**config.mk**
```make
export PLATFORM = sky130hd
export DESIGN_NAME = lieat_clint_bridge
export DESIGN_NICKNAME = d
export VERILOG_FILES = /design/src/rtl/lieat_clint_bridge_pkg.sv /design/src/rtl/lieat_clint_bridge_dec.sv /design/src/rtl/lieat_general_dfflr.sv /design/src/rtl/lieat_clint_bridge.sv
export SDC_FILE = /design/constraint.sdc
export NUM_CORES = 1
export LEC_CHECK = 0
export BUFFER_PORTS_ARGS = -buffer_cell sky130_fd_sc_hd__buf_2
export CORE_AREA = 5 5 89 91
export CTS_CLUSTER_DIAMETER = 60
export DETAILED_ROUTE_END_ITERATION = 10
export DIE_AREA = 0 0 94 96
export GPL_TIMING_DRIVEN = 0
export HOLD_SLACK_MARGIN = 0.12
export PLACE_DENSITY = 0.71
export SLEW_MARGIN = 25
export SYNTH_ARGS = -nofsm -noshare
export SYNTH_HDL_FRONTEND = slang
export SYNTH_SLANG_ARGS = --single-unit
```
**constraint.sdc**
```tcl
create_clock -name clock -period 2.2 [get_ports clock]
set_input_delay 0.22 -clock clock [delete_from_list [all_inputs] [get_ports clock]]
set_output_delay 0.22 -clock clock [all_outputs]
set_load 0.1 [all_outputs]
```
**src/rtl/lieat_clint_bridge_pkg.sv**
```systemverilog
// Shared constants for the CLINT slave bridge: window offsets, timer word
// selects and the response FSM state type.
package lieat_clint_bridge_pkg;

  localparam logic [15:0] CLINT_MSIP_OFS        = 16'h0000;
  localparam logic [15:0] CLINT_MTIMECMP_LO_OFS = 16'h4000;
  localparam logic [15:0] CLINT_MTIMECMP_HI_OFS = 16'h4004;
  localparam logic [15:0] CLINT_MTIME_LO_OFS    = 16'hBFF8;
  localparam logic [15:0] CLINT_MTIME_HI_OFS    = 16'hBFFC;

  localparam logic [1:0] BSEL_MTIMECMP_LO = 2'd0;
  localparam logic [1:0] BSEL_MTIMECMP_HI = 2'd1;
  localparam logic [1:0] BSEL_MTIME_LO    = 2'd2;
  localparam logic [1:0] BSEL_MTIME_HI    = 2'd3;

  typedef enum logic [0:0] {
    ST_IDLE = 1'b0,
    ST_RESP = 1'b1
  } state_e;

endpackage

```
**src/rtl/lieat_clint_bridge_dec.sv**
```systemverilog
// Combinational CLINT window decode: register hit, timer word select and
// address error (misaligned, outside the 64 KiB window, or unmapped offset).
module lieat_clint_bridge_dec
  import lieat_clint_bridge_pkg::*;
#(
  parameter logic [31:0] CLINT_BASE = 32'h0200_0000
) (
  input  logic [31:0] addr,
  output logic        hit_msip,
  output logic        hit_tcmp,
  output logic [1:0]  bsel,
  output logic        err_addr
);

  logic        base_hit;
  logic [15:0] ofs;

  assign base_hit = (addr[31:16] == CLINT_BASE[31:16]);
  assign ofs      = addr[15:0];

  // Hits require word alignment, so a misaligned address falls through to err_addr.
  always_comb begin
    hit_msip = 1'b0;
    hit_tcmp = 1'b0;
    bsel     = BSEL_MTIMECMP_LO;
    if (base_hit && (addr[1:0] == 2'b00)) begin
      unique case (ofs)
        CLINT_MSIP_OFS:        hit_msip = 1'b1;
        CLINT_MTIMECMP_LO_OFS: begin hit_tcmp = 1'b1; bsel = BSEL_MTIMECMP_LO; end
        CLINT_MTIMECMP_HI_OFS: begin hit_tcmp = 1'b1; bsel = BSEL_MTIMECMP_HI; end
        CLINT_MTIME_LO_OFS:    begin hit_tcmp = 1'b1; bsel = BSEL_MTIME_LO;    end
        CLINT_MTIME_HI_OFS:    begin hit_tcmp = 1'b1; bsel = BSEL_MTIME_HI;    end
        default: ;
      endcase
    end
  end

  assign err_addr = ~(hit_msip | hit_tcmp);

endmodule

```
**src/rtl/lieat_general_dfflr.sv**
```systemverilog
// Load-enabled register with synchronous active-high reset to zero.
module lieat_general_dfflr #(
  parameter int unsigned DW = 32
) (
  input  logic          clock,
  input  logic          reset,
  input  logic          lden,
  input  logic [DW-1:0] dnxt,
  output logic [DW-1:0] qout
);

  always_ff @(posedge clock) begin
    if (reset) begin
      qout <= '0;
    end else if (lden) begin
      qout <= dnxt;
    end
  end

endmodule

```
**src/rtl/lieat_clint_bridge.sv**
```systemverilog
// LSU-to-CLINT slave adapter: valid/ready request channel, byte-merged RMW
// stores into msip/mtimecmp, one registered response per request.
module lieat_clint_bridge
  import lieat_clint_bridge_pkg::*;
#(
  parameter logic [31:0] CLINT_BASE = 32'h0200_0000,
  parameter int unsigned XLEN       = 32
) (
  input  logic            clock,
  input  logic            reset,
  input  logic            req_valid,
  output logic            req_ready,
  input  logic [31:0]     req_addr,
  input  logic            req_wen,
  input  logic [XLEN-1:0] req_wdata,
  input  logic [3:0]      req_wstrb,
  output logic            rsp_valid,
  input  logic            rsp_ready,
  output logic [XLEN-1:0] rsp_rdata,
  output logic            rsp_err,
  output logic            clint_timeset_wen,
  output logic [1:0]      clint_timeset_bsel,
  output logic [XLEN-1:0] clint_timeset_wdata,
  input  logic [XLEN-1:0] clint_timeset_rdata,
  output logic            clint_msipset_wen,
  output logic [XLEN-1:0] clint_msipset_wdata,
  input  logic [XLEN-1:0] clint_msipset_rdata
);

  state_e          state_q;
  logic            hit_msip;
  logic            hit_tcmp;
  logic            err_addr;
  logic            err;
  logic            accept;
  logic            wr_ok;
  logic [XLEN-1:0] cur_rdata;
  logic [XLEN-1:0] merged;
  logic [XLEN-1:0] rdata_nxt;
  logic [XLEN:0]   rsp_q;

  lieat_clint_bridge_dec #(
    .CLINT_BASE (CLINT_BASE)
  ) u_dec (
    .addr     (req_addr),
    .hit_msip (hit_msip),
    .hit_tcmp (hit_tcmp),
    .bsel     (clint_timeset_bsel),
    .err_addr (err_addr)
  );

  assign req_ready = (state_q == ST_IDLE) | rsp_ready;
  assign accept    = req_valid & req_ready & ~reset;

  // Stores to mtime lo/hi (bsel[1] set) are read-only errors.
  assign err       = err_addr | (req_wen & hit_tcmp & clint_timeset_bsel[1]);
  assign wr_ok     = accept & req_wen & ~err;

  assign cur_rdata = hit_msip ? {{(XLEN-1){1'b0}}, clint_msipset_rdata[0]}
                              : clint_timeset_rdata;

  always_comb begin
    merged = cur_rdata;
    for (int unsigned i = 0; i < XLEN/8; i++) begin
      if (req_wstrb[i]) merged[8*i +: 8] = req_wdata[8*i +: 8];
    end
  end

  assign clint_timeset_wen   = wr_ok & hit_tcmp;
  assign clint_timeset_wdata = merged;
  assign clint_msipset_wen   = wr_ok & hit_msip;
  assign clint_msipset_wdata = {{(XLEN-1){1'b0}}, merged[0]};

  assign rdata_nxt = (req_wen | err) ? '0 : cur_rdata;

  lieat_general_dfflr #(
    .DW (XLEN + 1)
  ) u_rsp_dff (
    .clock (clock),
    .reset (reset),
    .lden  (accept),
    .dnxt  ({err, rdata_nxt}),
    .qout  (rsp_q)
  );

  assign rsp_err   = rsp_q[XLEN];
  assign rsp_rdata = rsp_q[XLEN-1:0];

  always_ff @(posedge clock) begin
    if (reset) begin
      state_q <= ST_IDLE;
    end else if (accept) begin
      state_q <= ST_RESP;
    end else if (rsp_ready) begin
      state_q <= ST_IDLE;
    end
  end

  assign rsp_valid = (state_q == ST_RESP);

endmodule

```
# Word-level counts from Yosys, hierarchy flattened
# Index checks and enable logic that the tools add are counted.
# op_classes
n_eq_ne	5
muxes	14
n_bitwise	16
reduce_logical	5
# ops
operator	n
32-bit 2-to-1 mux	2
16-bit by 15-bit equality test with 1-bit output, second input constant	2
16-bit equality test, second input constant	2
8-bit 2-to-1 mux	4
16-bit by 10-bit equality test with 1-bit output, second input constant	1
16-bit logical NOT	1
1-bit bitwise AND	8
1-bit 2-to-1 mux	6
2-bit case mux with 3 select lines	1
1-bit inverter	4
1-bit bitwise OR	4
4-bit OR reduction	1
2-bit logical NOT	1
2-bit 2-to-1 mux	1
2-bit nonzero test	1
1-bit logical AND	1
# totals
regBits	34
output_inout_bits	103

# Longest topological paths before layout
# Gate-level depths: netlist of the first run.
# depth
word_depth	10
depth_mapped	7
ltp_nobuf	5

# Hierarchy
# From an unflattened synthesis of the first run, not the netlist that was laid out.
# unflattened
hier_cells	319
area_unflattened_um2	2409.8
# by_module_without_submodules
module	n_inst	cells_per_inst	area_per_inst_um2	seq_area_each_um2
lieat_general_dfflr	1	107	1202.4	660.6
lieat_clint_bridge	1	185	1006.0	20.0
lieat_clint_bridge_dec	1	27	201.4	0.0

# Least setup slack after synthesis of the first run
# No wires, ideal clock.
# synth_timing
path_kind	reg-to-output
startpoint	register state_q (netlist: rsp_valid)
endpoint	output clint_msipset_wen
t_arrival_ps	3573
t_required_ps	1980
slack_ps	-1593
stages_incl_launch_ff	6
path_buffers	0
path_cell_list	dfxtp_1 nand2b_1 and2_1 nand3_4 or3_1 nor2_1
# synth_via
elab_chain_len	7
# synth_lines
element	line_no	rtl
from (decl)	lieat_clint_bridge.sv:30	state_e state_q;
from (signal assigned)	lieat_clint_bridge.sv:91	state_q <= ST_IDLE;
from (signal assigned)	lieat_clint_bridge.sv:93	state_q <= ST_RESP;
from (signal assigned)	lieat_clint_bridge.sv:95	state_q <= ST_IDLE;
1-bit inverter	lieat_clint_bridge.sv:52	assign req_ready = (state_q == ST_IDLE) | rsp_ready;
1-bit bitwise OR	lieat_clint_bridge.sv:52	
named net req_ready	lieat_clint_bridge.sv:12	output logic req_ready,
1-bit bitwise AND (2 in series)	lieat_clint_bridge.sv:53	assign accept = req_valid & req_ready & ~reset;
1-bit bitwise AND (2 in series)	lieat_clint_bridge.sv:57	assign wr_ok = accept & req_wen & ~err;
1-bit bitwise AND	lieat_clint_bridge.sv:71	assign clint_msipset_wen = wr_ok & hit_msip;
to (decl)	lieat_clint_bridge.sv:25	output logic clint_msipset_wen,
# The timed path passes the listed nets, and every way through them passes these cells.

# Final worst setup path of the first run
# layout_timing
startpoint	input req_addr[24]
endpoint	output clint_timeset_wen
# layout_via
elab_chain_len	9
# layout_lines
element	line_no	rtl
from (decl)	lieat_clint_bridge.sv:13	input logic [31:0] req_addr,
16-bit by 10-bit equality test with 1-bit output *	lieat_clint_bridge_dec.sv:18	assign base_hit = (addr[31:16] == CLINT_BASE[31:16]);
1-bit logical AND *	lieat_clint_bridge_dec.sv:26	if (base_hit && (addr[1:0] == 2'b00)) begin
1-bit 2-to-1 mux	lieat_clint_bridge_dec.sv:26	
1-bit bitwise AND or 1-bit bitwise OR (tied branches)	lieat_clint_bridge.sv:56, lieat_clint_bridge_dec.sv:38	
1-bit bitwise AND or 1-bit inverter (tied branches)	lieat_clint_bridge.sv:56, lieat_clint_bridge_dec.sv:38	
1-bit bitwise OR	lieat_clint_bridge.sv:56	assign err = err_addr | (req_wen & hit_tcmp & clint_timeset_bsel[1]);
1-bit inverter	lieat_clint_bridge.sv:57	
1-bit bitwise AND	lieat_clint_bridge.sv:57	
1-bit bitwise AND *	lieat_clint_bridge.sv:69	assign clint_timeset_wen = wr_ok & hit_tcmp;
to (decl)	lieat_clint_bridge.sv:21	output logic clint_timeset_wen,
# Every way passes the cells marked *; elsewhere a longest branch is shown, timed or not.

==> metrics.csv, run 1 <==
metric;value;unit
run status;completed;
P_leak;1.970;nW
Clk Latency, worst-skew pair;0.28;ns
Vias per Instance;4.454;
Max Slew Vio Count;0;
Hold WS;0.1600;ns
FF+latch count, synth;34;
skew final;0.01078;ns
first-pass GRT wire length;11070;µm
count of different cell masters after synthesis;35;
pre-CTS setup slack;-0.4488;ns
antenna-violating nets left;0;
Synth Flop Type;dfxtp_1;
Num CTS Buffers;5;
Slew headroom;61.37;%
largest net degree at the start of global routing;12;
Clk pwr share;21.5;%
area of the core;7059;µm²
CTS H-tree lvls;2;
DR WL/cell;13.17;µm
cell with the most instances after synthesis;nand2_1;
Sink Count;34;
crit path time final;2.178;ns
synth warn;0;
hold path depth;2;
Reg clk slew, reported paths;0.07;ns
Final Util;52.48;%
highest clock rate;0.4592;GHz
Synth top area share;34.21;%
RSZ-0062 raised after global routing;true;
CP Launch Type;input port;
clock tree buffer depth;2;
worst min-delay path category;in2reg;
vias in the first global route;2528;
crit end category;output pin;
worst setup margin;0.02226;ns
# diodes;0;
final WL;7507;µm
die width;94;µm
DP HPWL;6104;µm
Comb power frac;49.0;%
TritonCTS clock tree;done;
DRT iter0 DRCs;27;
switch share;48.03;%
placed cells;559;
share of layout cells above drive strength 1;58.39;%
die area;9024;µm²
IO Port Bufs;177;
Initial DRT Pass Iterations;4;
Fin. Hold Viols;0;
Setup Viol. Count Final;0;
Area growth syn-to-layout;86.23;%
antenna violations before repair;0;
VDD IR-drop max;0.2812;mV
CP Max Fanout;4;
All-Layer GR Usage;15.23;%
routed via count;2539;
gpl congestion;0.7699;
Worst EP arrival;1.96;ns
main area contributors after synthesis;dfxtp_1 (34%), a22o_1 (14%), nand2_1 (12%);
post-synth top area cell;dfxtp_1;
grt total ovfl;0;
die height;96;µm
Sequential Power Share;29.5;%
Worst Setup Path Type;in2out;
Worst Max-Slew Pin Slew;0.5794;ns
synthesized area;1989;µm²
Starting Density;28.18;%
most common library cells after synthesis;nand2_1 (65), dfxtp_1 (34), buf_4 (32);
Root Buffer Master;clkbuf_8;
nets;607;
Cells after Synth;253;
final cell count without fillers;570;
syn_area_per_cell;7.863;µm²
Max Cap Viol;0;
sequential-to-total area share from yosys stat;34.21;%
Net Switching;0.001009;W
Internal;0.001091;W
Period Utilization, post-route;98.99;%
Placement Rows;31;
# IOs;240;
Req. time, crit path;1.98;ns
PD cells;566.8;nW/µm²
EDFF count, synth;0;
reg2reg path depth;5;
FFs w/ async S/R, synth;0;%
DRC;0;
sequential cells by signal, indices dropped and copies added, names as in the netlist:
signal / count
rsp_valid: 1
u_rsp_dff.qout: 33
routing by layer:
layer	share of wire, %	global-route usage (%)
met1	38	16.77
met2	52	28.03
met3	8.9	4.691
met4	1.1	4.573
met5	0	0
cells in the final DEF, fill, tap and decap left out, drive strengths merged, types with 2 or more instances in the layout:
cell / Yosys / routed
and2: 2 / 2
nand2b: 3 / 3
conb: 1 / 31
nor2: 8 / 8
dfxtp: 34 / 34
nand4: 4 / 4
a21oi: 3 / 3
clkinv: 0 / 2
buf: 39 / 220
nor4: 7 / 7
inv: 3 / 3
o21ai: 31 / 31
nand2: 65 / 65
clkbuf: 7 / 12
a22o: 31 / 31
and3: 2 / 2
power by group through the flow:
stage	Clock, W	Sequential (W)	Combinational (W)
2_1_floorplan	0	0.000652	0.000761
3_3_place_gp	0	0.000633	0.000956
3_5_place_dp	0	0.000634	0.000963
4_1_cts	0.000479	0.000619	0.00101
5_1_grt	0.000502	0.000619	0.00107
6_report	0.000452	0.000619	0.00103
what timing repair did:
action	in CTS	in global routing
setup endpoints to repair	35	34
pin swaps	5	2
resized for setup	59	19
hold buffers	0	0
setup buffers	3	0
cell type report:
type / instances / area (µm²)
Timing Repair Buffer: 180 / 1125
Sequential cell: 34 / 684.4
Multi-Input combinational cell: 200 / 1334
Tap cell: 99 / 123.9
Clock buffer: 6 / 72.57
Inverter: 3 / 11.26
Clock inverter: 2 / 13.76
Buffer: 46 / 340.3
Fill cell: 664 / 3354
worst max-delay path, stage by stage:
cell and delay (ns):
buf_6 0.09, or4_4 0.54, nor3_4 0.18, buf_4 0.15
nand3_4 0.09, or3_4 0.38, nor2_4 0.13, buf_12 0.18
final timing paths:
| kind | startpoint | end | slack [ns] |
|---|---|---|---|
| max | req_addr[24] | clint_timeset_wen | 0.02 |
| min | clint_timeset_rdata[10] | u_rsp_dff.qout[10]$_SDFFE_PP0P_ | 0.16 |
| max reg2reg | rsp_valid$_SDFFE_PP0P_ | u_rsp_dff.qout[31]$_SDFFE_PP0P_ | 0.71 |
| min reg2reg | u_rsp_dff.qout[21]$_SDFFE_PP0P_ | u_rsp_dff.qout[21]$_SDFFE_PP0P_ | 0.48 |
through the flow:
| step | power (W) | setup TNS, ns | area, µm² |
|---|---|---|---|
| floorplan | 0.001413 | -0.2227 | 2350 |
| CTS | 0.002110 | -0.1198 | 3640 |
| detailed placement | 0.001597 | -12.31 | 3359 |
| finish | 0.002100 | 0 | 3705 |
| global route | 0.002193 | -0.1399 | 3705 |
| global placement | 0.001589 | -10.86 | 3359 |
kinds of logic after synthesis:
group | Yosys count | share of synthesized area [%]
DFF | 34 | 34.21
buffers and inverters | 49 | 16.48
AOI/OAI and AO/OA | 70 | 24.09
and+or+nand+nor | 99 | 25.03
other | 1 | 0.1885
(Power assumes the default switching activity.)
==> run 2: changes to the inputs <==
SETUP_SLACK_MARGIN = 0.1   (was not set)
==> run 2 against run 1 <==
- flip-flop and latch count unchanged
- count of clock-buffer cells in the layout rose by 2
- critical path depth is the same
- total power increased by 12%
- largest power group unchanged
==> metrics.csv, run 2 (synthesized netlist as in run 1, its figures left out) <==
metric;value;unit
CP max stage cell;or4_4;
highest clock rate;0.4609;GHz
Final Util;65.23;%
Vias per Instance;4.536;
Num CTS Buffers;5;
gpl congestion;0.7301;
CP Launch Type;input port;
final WL;8818;µm
VDD IR-drop max;0.2914;mV
area of the core;7059;µm²
largest net degree at the start of global routing;11;
most common cell after layout, fill and taps aside;buf_2;
DR WL/cell;15.28;µm
crit end category;output pin;
first-pass GRT wire length;13010;µm
die width;94;µm
GR peak layer;met2;
Sum Neg Setup Slack;0;ns
All-Layer GR Usage;18.28;%
die area;9024;µm²
Worst Setup SP;req_addr[24];
TritonCTS clock tree;done;
Root Buffer Master;clkbuf_8;
Max Slew Vio Count;0;
post-route design area;4604;µm²
grt total ovfl;0;
worst setup margin;0.03043;ns
CP Max Fanout;3;
Req. time, crit path;1.98;ns
# IOs;240;
Worst Setup Path Type;in2out;
skew final;0.003859;ns
DRT iter0 DRCs;30;
critical path, cell by cell;buf_6 > or4_4 > nor3_4 > and2_4 > nand4_1 > a31oi_4 > buf_12 > buf_16;
pre-CTS setup slack;-0.4628;ns
Period Utilization, post-route;98.62;%
Placement Rows;31;
Fin. Hold Viols;0;
routed via count;2617;
# diodes;0;
PD cells;513.0;nW/µm²
nets;614;
Area growth syn-to-layout;131.4;%
Reg clk slew, reported paths;0.07;ns
Top reg by flops;u_rsp_dff.qout;
most frequent cells in the layout;buf_2 (140), buf_4 (35), nand2_1 (34);
Setup Viol. Count Final;0;
crit path time final;2.170;ns
Starting Density;28.18;%
Final Power;0.002362;W
worst reg-to-reg setup slack;0.63;ns
RR Startpoint;rsp_valid$_SDFFE_PP0P_;
Sink Count;34;
slowest cell delay on critical path;0.53;ns
critical path endpoint;clint_timeset_wdata[0];
routing usage on met1;19.06;%
Max Cap Viol;0;
grt met2 use;34.83;%
Largest register FFs;33;
antenna-violating nets left;0;
share of layout cells above drive strength 1;64.64;%
die height;96;µm
RSZ-0062 raised after global routing;true;
worst min-delay path category;in2reg;
Worst Max-Slew Pin Slew;0.6490;ns
reg2reg path depth;5;
Initial DRT Pass Iterations;4;
run status;completed;
DRC;0;
antenna violations before repair;0;
CTS H-tree lvls;2;
vias in the first global route;2774;
IO Port Bufs;177;
DP HPWL;6334;µm
Post-CTS Hold Buffers;0;
GR Util met3;4.926;%
worst reg2reg endpoint;u_rsp_dff.qout[4]$_SDFFE_PP0P_;
Clk Latency, worst-skew pair;0.28;ns
Slew headroom;56.73;%
Worst EP arrival;1.95;ns
Post-Place Cell Area;3516;µm²
P_leak;2.231;nW
clock tree buffer depth;2;
run 2: cell count changes in the layout (fill, tap and decap cells not counted), sizes merged:
cell / previous run / this run
clkbuf: 12 / 20
clkinv: 2 / 0
buf: 220 / 221
run 2: what timing repair did:
action,CTS,global route
gates cloned,3,0
resized for setup,209,15
pin swaps,43,20
endpoints found under the setup margin,35,36
buffers inserted,5,2
run 2: area by class of cell:
| cell class | count | area [µm²] |
|---|---|---|
| plain buffers | 46 | 392.9 |
| multi-input cells | 200 | 1739 |
| inverters | 3 | 11.26 |
| fillers | 582 | 2455 |
| flip-flops and latches | 34 | 684.4 |
| repair buffers | 187 | 1551 |
| well taps | 99 | 123.9 |
| clock buffers | 8 | 101.3 |
run 2: power breakdown:
part	switching [W]	internal [W]	leakage, nW
combinational	0.000845	0.000379	1.91
sequential	0.00000180	0.000617	0.275
clock	0.000226	0.000293	0.0506
run 2: per-layer routing:
metal	part of all wire (%)	up-vias
met3	8.0	22
met2	53	135
met5	0	-
li1	-	1282
met4	2.9	0
met1	36	1178
run 2: worst min-delay path by stage:
stage	start	cells past startpoint	slack, ns	end
final	req_valid	3	0.16	rsp_valid$_SDFFE_PP0P_
after global routing	clint_timeset_rdata[7]	2	0.17	u_rsp_dff.qout[7]$_SDFFE_PP0P_
after CTS	clint_timeset_rdata[7]	2	0.16	u_rsp_dff.qout[7]$_SDFFE_PP0P_
after detailed placement	clint_timeset_rdata[6]	2	0.45	u_rsp_dff.qout[6]$_SDFFE_PP0P_
after global placement	clint_timeset_rdata[7]	2	0.45	u_rsp_dff.qout[7]$_SDFFE_PP0P_
after floorplan	reset	1	0.28	rsp_valid$_SDFFE_PP0P_
run 2: stage by stage:
stage,hold slack (ns),std cells
3_5_place_dp,0.4491,559
2_1_floorplan,0.2794,283
6_report,0.1640,577
4_1_cts,0.1558,575
5_1_grt,0.1669,577
3_3_place_gp,0.4455,559
run 2: worst max-delay path, delay by kind of cell:
kind / cells / cell delay, ns
simple gates: 4 / 1.07
compound gates: 1 / 0.27
buf+inv: 3 / 0.39
==> run 3: changes to the inputs <==
BUFFER_PORTS_ARGS = not set   (was -buffer_cell sky130_fd_sc_hd__buf_2)
CORE_AREA = 5 5 90 92   (was 5 5 89 91)
CTS_BUF_LIST = sky130_fd_sc_hd__clkbuf_16   (was not set)
DIE_AREA = 0 0 95 97   (was 0 0 94 96)
DONT_BUFFER_PORTS = 1   (was not set)
PLACE_DENSITY = not set   (was 0.71)
==> run 3 against run 2 <==
- routed wire length is 13% lower
- setup slack worse by 0.26 ns
- highest routed layer unchanged
- non-clock buffer count is 142 lower
- core utilization decreased by 15 points
- critical path depth fell by 3
- clock power grew 40%
- the run now ends with negative setup slack left
==> metrics.csv, run 3 (synthesized netlist as in run 1, its figures left out) <==
metric;value;unit
Setup Viol. Count Final;13;
DR WL/cell;17.66;µm
DRC;0;
gpl congestion;0.7319;
area occupied by multi-input gates;1738;µm²
first-pass GRT wire length;11520;µm
final cell count without fillers;435;
DP HPWL;5547;µm
vias in the first global route;2226;
run status;complete, but fails checks;
RSZ-0062 raised after global routing;true;
Internal;0.001281;W
Largest register FFs;33;
post-route design area;3585;µm²
largest net degree at the start of global routing;11;
Net Switching;0.0009828;W
skew final;0.002562;ns
nets;472;
Period Utilization, post-route;110.6;%
Initial DRT Pass Iterations;4;
VDD IR-drop max;0.2715;mV
Worst Setup Path Type;reg2out;
Reg clk slew, reported paths;0.05;ns
worst min-delay path category;in2reg;
antenna violations before repair;0;
Placement Rows;31;
CP Max Fanout;3;
P_leak;1.478;nW
IO Port Bufs;0;
Max Slew Vio Count;0;
die area;9215;µm²
critical path, cell by cell;nand2b_4 > and2_4 > nand3_4 > or3_4 > nor2_4;
DRT iter0 DRCs;16;
most common cell after layout, fill and taps aside;buf_4;
failing checks;negative setup slack;
clock tree buffer depth;2;
die height;97;µm
PD cells;631.5;nW/µm²
die width;95;µm
crit path time final;2.434;ns
CTS H-tree lvls;2;
Clk Latency, worst-skew pair;0.27;ns
Sequential Power Share;28.3;%
placed cells;382;
most frequent cells in the layout;buf_4 (36), nand2_1 (35), dlygate4sd3_1 (33), dfxtp_1 (33);
final WL;7684;µm
slowest cell delay on critical path;0.50;ns
Worst EP arrival;2.21;ns
switch share;43.41;%
Vias per Instance;4.683;
crit end category;output pin;
Max Cap Viol;0;
Req. time, crit path;1.98;ns
Area growth syn-to-layout;80.19;%
Top reg by flops;u_rsp_dff.qout;
All-Layer GR Usage;15.73;%
Num CTS Buffers;5;
CP max stage cell;nor2_4;
routed via count;2037;
# diodes;0;
worst setup margin;-0.2341;ns
highest clock rate;0.4108;GHz
TritonCTS clock tree;done;
Worst Max-Slew Pin Slew;1.010;ns
share of layout cells above drive strength 1;41.07;%
grt total ovfl;0;
Root Buffer Master;clkbuf_16;
Fin. Hold Viols;0;
Reg area;684.4;µm²
area of the core;7137;µm²
# IOs;240;
Post-Place Cell Area;2630;µm²
Comb power frac;39.6;%
fillcell total;674;
Slew headroom;32.59;%
CP Launch Type;flip-flop;
Sink Count;34;
Starting Density;27.88;%
Final Power;0.002264;W
Clk pwr share;32.2;%
antenna-violating nets left;0;
==> run 3: final timing paths <==
check	from	end	slack, ns	cells past startpoint
max	rsp_valid$_SDFFE_PP0P_	clint_msipset_wen	-0.23	5
min	req_wen	u_rsp_dff.qout[0]$_SDFFE_PP0P_	0.15	2
max reg2reg	rsp_valid$_SDFFE_PP0P_	u_rsp_dff.qout[31]$_SDFFE_PP0P_	0.23	7
min reg2reg	u_rsp_dff.qout[26]$_SDFFE_PP0P_	u_rsp_dff.qout[26]$_SDFFE_PP0P_	1.03	1
==> run 3: area by class of cell <==
cell class | instances | share of cell area (%)
clock buffers | 6 | 4.188
plain buffers | 45 | 10.30
clock inverters | 2 | 0.2094
inverters | 3 | 0.3141
multi-input cells | 200 | 48.48
flip-flops and latches | 34 | 19.09
well taps | 99 | 3.456
repair buffers | 46 | 13.96
==> run 3: worst max-delay path, delay by kind of cell (launching register included) <==
| family | cells | cell delay [ns] |
|---|---|---|
| flops | 1 | 0.45 |
| simple gates | 5 | 1.49 |
==> run 3: what timing repair did <==
item                                   in CTS  in global routing
setup endpoints to repair                  62                 64
resized for setup                          65                 27
hold buffers                               33                  0
pin swaps                                  34                 43
endpoints found under the hold margin      34                  0
gates cloned                                2                  0
setup buffers                              14                  1
==> run 3: power by group through the flow <==
stage	combinational [W]	sequential, W	clock (W)
global route	0.000922	0.000640	0.000781
detailed placement	0.000814	0.000654	0
finish	0.000896	0.000640	0.000728
global placement	0.000812	0.000653	0
CTS	0.000886	0.000640	0.000753
floorplan	0.000791	0.000652	0
==> run 3: metrics by stage <==
stage          TNS (ns)  setup slack [ns]  util, %  hold slack (ns)
2_1_floorplan   -0.2227           -0.2227        -           0.2794
3_3_place_gp     -6.068           -0.3280    36.85           0.2808
3_5_place_dp     -6.168           -0.3471    36.85           0.2836
4_1_cts          -1.056           -0.2520    49.11           0.1396
5_1_grt          -2.472           -0.3141    50.23           0.1512
6_report        -0.9072           -0.2341    50.23           0.1476
==> run 3: per-layer routing <==
metal	global-route usage, %	wire [µm]	vias to the layer above
li1	-	-	996
met1	17.24	2812	916
met2	28.85	4046	121
met3	4.655	768	4
met4	4.107	57	0
met5	0	0	-
